==> src/rtl/truth_table_sweeper_if.sv <==
// Bundle of the sweeper's control, stimulus and result signals.
// The master side (test controller) issues start and returns the response of
// the function under test; the slave side (the sweeper) drives the vector
// and reports the captured truth table.
interface truth_table_sweeper_if;
    logic        start_i;     // request a full 16-vector sweep
    logic        s_in_i;      // response of the function under test
    logic        a_o;         // vector bit 3 (MSB)
    logic        b_o;         // vector bit 2
    logic        c_o;         // vector bit 1
    logic        d_o;         // vector bit 0 (LSB)
    logic        busy_o;      // sweep in progress
    logic        done_o;      // sweep finished, results valid
    logic [15:0] table_o;     // captured responses, bit i = vector i
    logic [4:0]  ones_o;      // population count of table_o
    logic        pass_o;      // table matches golden table (only while done)
    logic [15:0] mismatch_o;  // table XOR golden table (only while done)

    modport master (
        output start_i,
        output s_in_i,
        input  a_o,
        input  b_o,
        input  c_o,
        input  d_o,
        input  busy_o,
        input  done_o,
        input  table_o,
        input  ones_o,
        input  pass_o,
        input  mismatch_o
    );

    modport slave (
        input  start_i,
        input  s_in_i,
        output a_o,
        output b_o,
        output c_o,
        output d_o,
        output busy_o,
        output done_o,
        output table_o,
        output ones_o,
        output pass_o,
        output mismatch_o
    );
endinterface

==> src/rtl/truth_table_sweeper.sv <==
// Truth-table sweeper: walks a 4-input combinational function through all 16
// input vectors, holds each vector for SETTLE cycles, samples the response on
// one extra cycle, and compares the captured table with a golden table.
// SETTLE must lie in 1..15 so the settle count fits the 4-bit counter.
module truth_table_sweeper #(
    parameter int unsigned SETTLE   = 1,
    parameter logic [15:0] EXPECTED = 16'hAC3C
) (
    input logic                  clk,
    input logic                  reset,
    truth_table_sweeper_if.slave bus
);

    typedef enum logic [1:0] {
        IDLE   = 2'd0,
        DRIVE  = 2'd1,
        SAMPLE = 2'd2,
        DONE   = 2'd3
    } state_t;

    // Last settle count before the response is sampled.
    localparam logic [3:0] LAST_WAIT = 4'(SETTLE - 1);

    state_t      state_q, state_d;
    logic [3:0]  idx_q,   idx_d;
    logic [3:0]  wcnt_q,  wcnt_d;
    logic [15:0] table_q, table_d;
    logic        busy_q,  busy_d;
    logic        done_q,  done_d;

    // Number of ones in a 16-bit table, 0..16.
    function automatic logic [4:0] popcount16(input logic [15:0] v);
        logic [4:0] n;
        n = '0;
        for (int i = 0; i < 16; i++) begin
            n = n + 5'(v[i]);
        end
        return n;
    endfunction

    // Next-state logic: sweep sequencing, settle counting and table capture.
    always_comb begin
        state_d = state_q;
        idx_d   = idx_q;
        wcnt_d  = wcnt_q;
        table_d = table_q;
        busy_d  = busy_q;
        done_d  = done_q;

        case (state_q)
            IDLE, DONE: begin
                // A new sweep always starts from vector 0 with a clean table;
                // without start both states simply hold.
                if (bus.start_i) begin
                    state_d = DRIVE;
                    idx_d   = 4'd0;
                    wcnt_d  = 4'd0;
                    table_d = 16'h0000;
                    busy_d  = 1'b1;
                    done_d  = 1'b0;
                end
            end

            DRIVE: begin
                wcnt_d = wcnt_q + 4'd1;
                if (wcnt_q == LAST_WAIT) begin
                    state_d = SAMPLE;
                end
            end

            SAMPLE: begin
                // Only place the table is written; each index is visited once.
                table_d[idx_q] = bus.s_in_i;
                wcnt_d         = 4'd0;
                if (idx_q == 4'd15) begin
                    // Index stays at 15 so the last vector remains applied.
                    state_d = DONE;
                    busy_d  = 1'b0;
                    done_d  = 1'b1;
                end else begin
                    idx_d   = idx_q + 4'd1;
                    state_d = DRIVE;
                end
            end
        endcase
    end

    // State registers; reset abandons any sweep and clears the table.
    always_ff @(posedge clk) begin
        if (reset) begin
            state_q <= IDLE;
            idx_q   <= 4'd0;
            wcnt_q  <= 4'd0;
            table_q <= 16'h0000;
            busy_q  <= 1'b0;
            done_q  <= 1'b0;
        end else begin
            state_q <= state_d;
            idx_q   <= idx_d;
            wcnt_q  <= wcnt_d;
            table_q <= table_d;
            busy_q  <= busy_d;
            done_q  <= done_d;
        end
    end

    // Vector bits come straight from the index register, so they are stable
    // for the whole settle-plus-sample window of each vector.
    assign bus.a_o = idx_q[3];
    assign bus.b_o = idx_q[2];
    assign bus.c_o = idx_q[1];
    assign bus.d_o = idx_q[0];

    assign bus.busy_o  = busy_q;
    assign bus.done_o  = done_q;
    assign bus.table_o = table_q;
    assign bus.ones_o  = popcount16(table_q);

    // Comparison results are only meaningful once the table is complete.
    assign bus.pass_o     = done_q & (table_q == EXPECTED);
    assign bus.mismatch_o = done_q ? (table_q ^ EXPECTED) : 16'h0000;

endmodule

==> src/flat_wrapper.sv <==
// flat-port wrapper written by rule: the top's interface ports become plain ports
module truth_table_sweeper_flat 
#(
    parameter int unsigned SETTLE   = 1,
    parameter logic [15:0] EXPECTED = 16'hAC3C
)
  (clk, reset, bus_start_i, bus_s_in_i, bus_a_o, bus_b_o, bus_c_o, bus_d_o, bus_busy_o, bus_done_o, bus_table_o, bus_ones_o, bus_pass_o, bus_mismatch_o);
  truth_table_sweeper_if bus_i ();
  input logic clk;
  input logic reset;
  input wire logic [$bits(bus_i.start_i)-1:0] bus_start_i;
  input wire logic [$bits(bus_i.s_in_i)-1:0] bus_s_in_i;
  output wire logic [$bits(bus_i.a_o)-1:0] bus_a_o;
  output wire logic [$bits(bus_i.b_o)-1:0] bus_b_o;
  output wire logic [$bits(bus_i.c_o)-1:0] bus_c_o;
  output wire logic [$bits(bus_i.d_o)-1:0] bus_d_o;
  output wire logic [$bits(bus_i.busy_o)-1:0] bus_busy_o;
  output wire logic [$bits(bus_i.done_o)-1:0] bus_done_o;
  output wire logic [$bits(bus_i.table_o)-1:0] bus_table_o;
  output wire logic [$bits(bus_i.ones_o)-1:0] bus_ones_o;
  output wire logic [$bits(bus_i.pass_o)-1:0] bus_pass_o;
  output wire logic [$bits(bus_i.mismatch_o)-1:0] bus_mismatch_o;
  assign bus_i.start_i = bus_start_i;
  assign bus_i.s_in_i = bus_s_in_i;
  assign bus_a_o = bus_i.a_o;
  assign bus_b_o = bus_i.b_o;
  assign bus_c_o = bus_i.c_o;
  assign bus_d_o = bus_i.d_o;
  assign bus_busy_o = bus_i.busy_o;
  assign bus_done_o = bus_i.done_o;
  assign bus_table_o = bus_i.table_o;
  assign bus_ones_o = bus_i.ones_o;
  assign bus_pass_o = bus_i.pass_o;
  assign bus_mismatch_o = bus_i.mismatch_o;
  truth_table_sweeper #(.SETTLE(SETTLE), .EXPECTED(EXPECTED)) u_core (.clk(clk), .reset(reset), .bus(bus_i));
endmodule
==> config.mk <==
export PLATFORM = sky130hd
export DESIGN_NAME = truth_table_sweeper_flat
export DESIGN_NICKNAME = d
export VERILOG_FILES = /design/src/rtl/truth_table_sweeper_if.sv /design/src/rtl/truth_table_sweeper.sv /design/src/flat_wrapper.sv
export SDC_FILE = /design/constraint.sdc
export NUM_CORES = 1
export LEC_CHECK = 0
export BUFFER_PORTS_ARGS = -buffer_cell sky130_fd_sc_hd__clkbuf_2
export CORE_ASPECT_RATIO = 0.6
export CORE_MARGIN = 2
export CORE_UTILIZATION = 54
export DETAILED_ROUTE_END_ITERATION = 6
export PLACE_DENSITY = 0.89
export SETUP_SLACK_MARGIN = 0.15
export SLEW_MARGIN = 20
export SYNTH_ARGS = -nofsm -noshare
export SYNTH_HDL_FRONTEND = slang
export SYNTH_SLANG_ARGS = --single-unit
==> constraint.sdc <==
create_clock -name clk -period 5.3 [get_ports clk]
set_clock_uncertainty 0.1 [all_clocks]
set_input_delay 0.795 -clock clk [delete_from_list [all_inputs] [get_ports clk]]
set_output_delay 0.795 -clock clk [all_outputs]
set_load 0.01 [all_outputs]
==> reports/results.tsv <==
metric	value	unit
status	complete, no violations	
cts_buffer_depth	2	
fin_nets	299	
die_area	4310	um2
period_needed	4.96	ns
clk_latency	0.28	ns
synth_cells	231	
initial_utilization	55.9	%
area_growth	12.5	%
cts_tree	yes	
place_ws	0.501	ns
rows	17	
ir_drop	126	uV
final_antenna_net_count	0	
cap_viol_max_count	0	
gpl.final_weighted_congestion	0.876	
dp_hpwl	3860	um
crit_path_end_kind	output pin	
track_usage	24.7	%
crit_fanout	4	
ys.flop_type	dfxtp_1	
cp-startpoint	u_core.bus.table_o[0]$_SDFFE_PP0P_	
rsz0062_at_grt	no	
htree_levels	1	
netlist_area	2040	um2
startpoint_type	flip-flop	
rr_startpoint	u_core.state_q[0]$_SDFFE_PP0P_	
ctsHoldBuffers	0	
gr-total-overflow	0	
tightestPinTransition	1.04	ns
power_density	193	nW/um2
drcViolationCount	0	
fin_tns_setup	0	ns
io_pins	48	
synth_seq_cells	28	
fp.coreArea	3660	um2
setup_ws	0.335	ns
syn_area_per_cell	8.85	um2
cp_common_cell	fa_1	
synth.distinct_cells	45	
die_w	83.4	um
worstPathRequired	4.41	ns
vias	1841	
fmax	201	MHz
worst_path_max_delay_cell	fa_1	
routed_wl	5040	um
leakagePower	0.975	nW
numCtsBuffers	3	
drt-pass1-iter-count	4	
worstHoldStart	u_core.wcnt_q[3]$_SDFFE_PP0P_	
layout_commonest_cell	clkbuf_2	
synth_async_sr_flop_share	0	%
slew_headroom	29.5	%
grt_start_max_net_pins	29	
routed_via_density	5.86	
crit_chain	inv_1 -> ha_1 -> inv_1 -> fa_1 -> fa_1 -> fa_1 -> fa_1 -> inv_1 -> fa_2 -> fa_2 -> xor2_1 -> clkbuf_2	
cp_top_family	adder cells	
crit_buf_inv	4	
final_cell_mix	clkbuf_2, inv_1, dfxtp_1, a21oi_1, ha_1	
finalHoldViolations	0	
slew_viol_final	0	
n_antenna_cell	0	
slowest_delay	0.55	ns
ys_seq_area_share	27.4	%
ctsResizeCount	0	
crit_arrival	4.07	ns
drtIter0Drc	303	
die_y	51.7	um
grt_antenna_before_repair	0	
synth_fp_nets	261	
synth_edf_count	0	
post_drt_wl_per_cell	16.0	um
r2r_slack	2.65	ns
critical_path_class	flip-flop to output pin	
period_share	93.7	%
post-cts-setup-buffers	0	
clkSlewWorstSetupHoldPaths	0.09	ns
drive_above_1_share	23.6	%
io_buffers	47	
grt_pass1_wl	8430	um
setup_viol	0	
cts_root_buf	clkbuf_8	
ys_warn_count	0	
hold_path.class	flip-flop to flip-flop	
cts_sinks	28	
grt_pass1_vias	1686	
-- kinds of logic after synthesis --
kind of cell,Yosys count,synth area share [%]
compound gates,56,18.9
xor+xnor,2,0.857
fa+ha+maj,26,19.6
buf+inv,48,10.7
flops,28,27.4
mux,1,0.673
simple gates,70,21.8
-- worst reg2reg max path: stages (launching register included) --
cell     delay, ns
dfxtp_1       0.38
inv_1         0.08
ha_1          0.53
mux2i_2       0.96
a21oi_1       0.22
o32ai_1       0.28
-- flip-flops by register name, indices dropped and copies added, names as in the netlist --
register / count
u_core.wcnt_q: 4
u_core.state_q: 2
u_core.idx_q: 4
u_core.bus.table_o: 16
u_core.bus.done_o: 1
u_core.bus.busy_o: 1
-- final cells by class --
cell class,count,area [um2]
inverters,34,128
clock buffers,3,41.3
repair buffers,47,235
flip-flops and latches,28,563
well taps,47,58.8
fillers,298,1360
multi-input cells,155,1270
-- Yosys cell counts, drive strengths merged, types with 2 or more instances --
library cell,count,area share (%)
inv,34,6.2
dfxtp,28,27
a21oi,24,6.1
ha,16,9.8
o32ai,15,6.4
nor2b,12,3.7
buf,10,3.7
fa,10,9.8
nand3b,9,3.3
nand4,9,2.8
and2,8,2.4
nand3,8,2.0
nand2,7,1.3
o21ai,5,1.2
clkbuf,4,0.73
or3b,4,1.7
nand2b,3,1.3
a211oi,2,0.98
nand4b,2,0.86
nor3,2,0.49
o211a,2,0.98
-- per-layer routing --
layer / track usage [%] / vias to the layer above / share of wire [%] / wire length, um
met5: 0 / - / 0 / 0
met3: 7.78 / 2 / 11 / 558
met1: 36.7 / 842 / 48 / 2420
met2: 35.1 / 109 / 41 / 2050
li1: - / 888 / - / -
met4: 4.84 / 0 / 0.24 / 12
-- per-stage QoR --
step                cells  util [%]  hold WS [ns]  power (mW)  cell area, um2
floorplan             231         -         0.354       0.312            2040
global placement      311      61.4         0.372       0.323            2250
detailed placement    311      61.4         0.378       0.327            2250
CTS                   314      62.6         0.391       0.438            2290
global route          314      62.9         0.416       0.462            2300
finish                314      62.9         0.386       0.443            2300
-- path summary, 6_finish.rpt --
check | cells after the start | end
min | 2 | u_core.wcnt_q[3]$_SDFFE_PP0P_
min reg2reg | 2 | u_core.wcnt_q[3]$_SDFFE_PP0P_
max | 12 | bus_ones_o[2]
max reg2reg | 5 | u_core.bus.table_o[7]$_SDFFE_PP0P_
-- report_power, final --
group	switching, mW	leakage [nW]	internal, mW
clock network	0.0673	0.0216	0.0512
registers	0.00577	0.227	0.217
logic	0.0670	0.726	0.0354
Note: power is estimated with default switching activity, not from simulation.
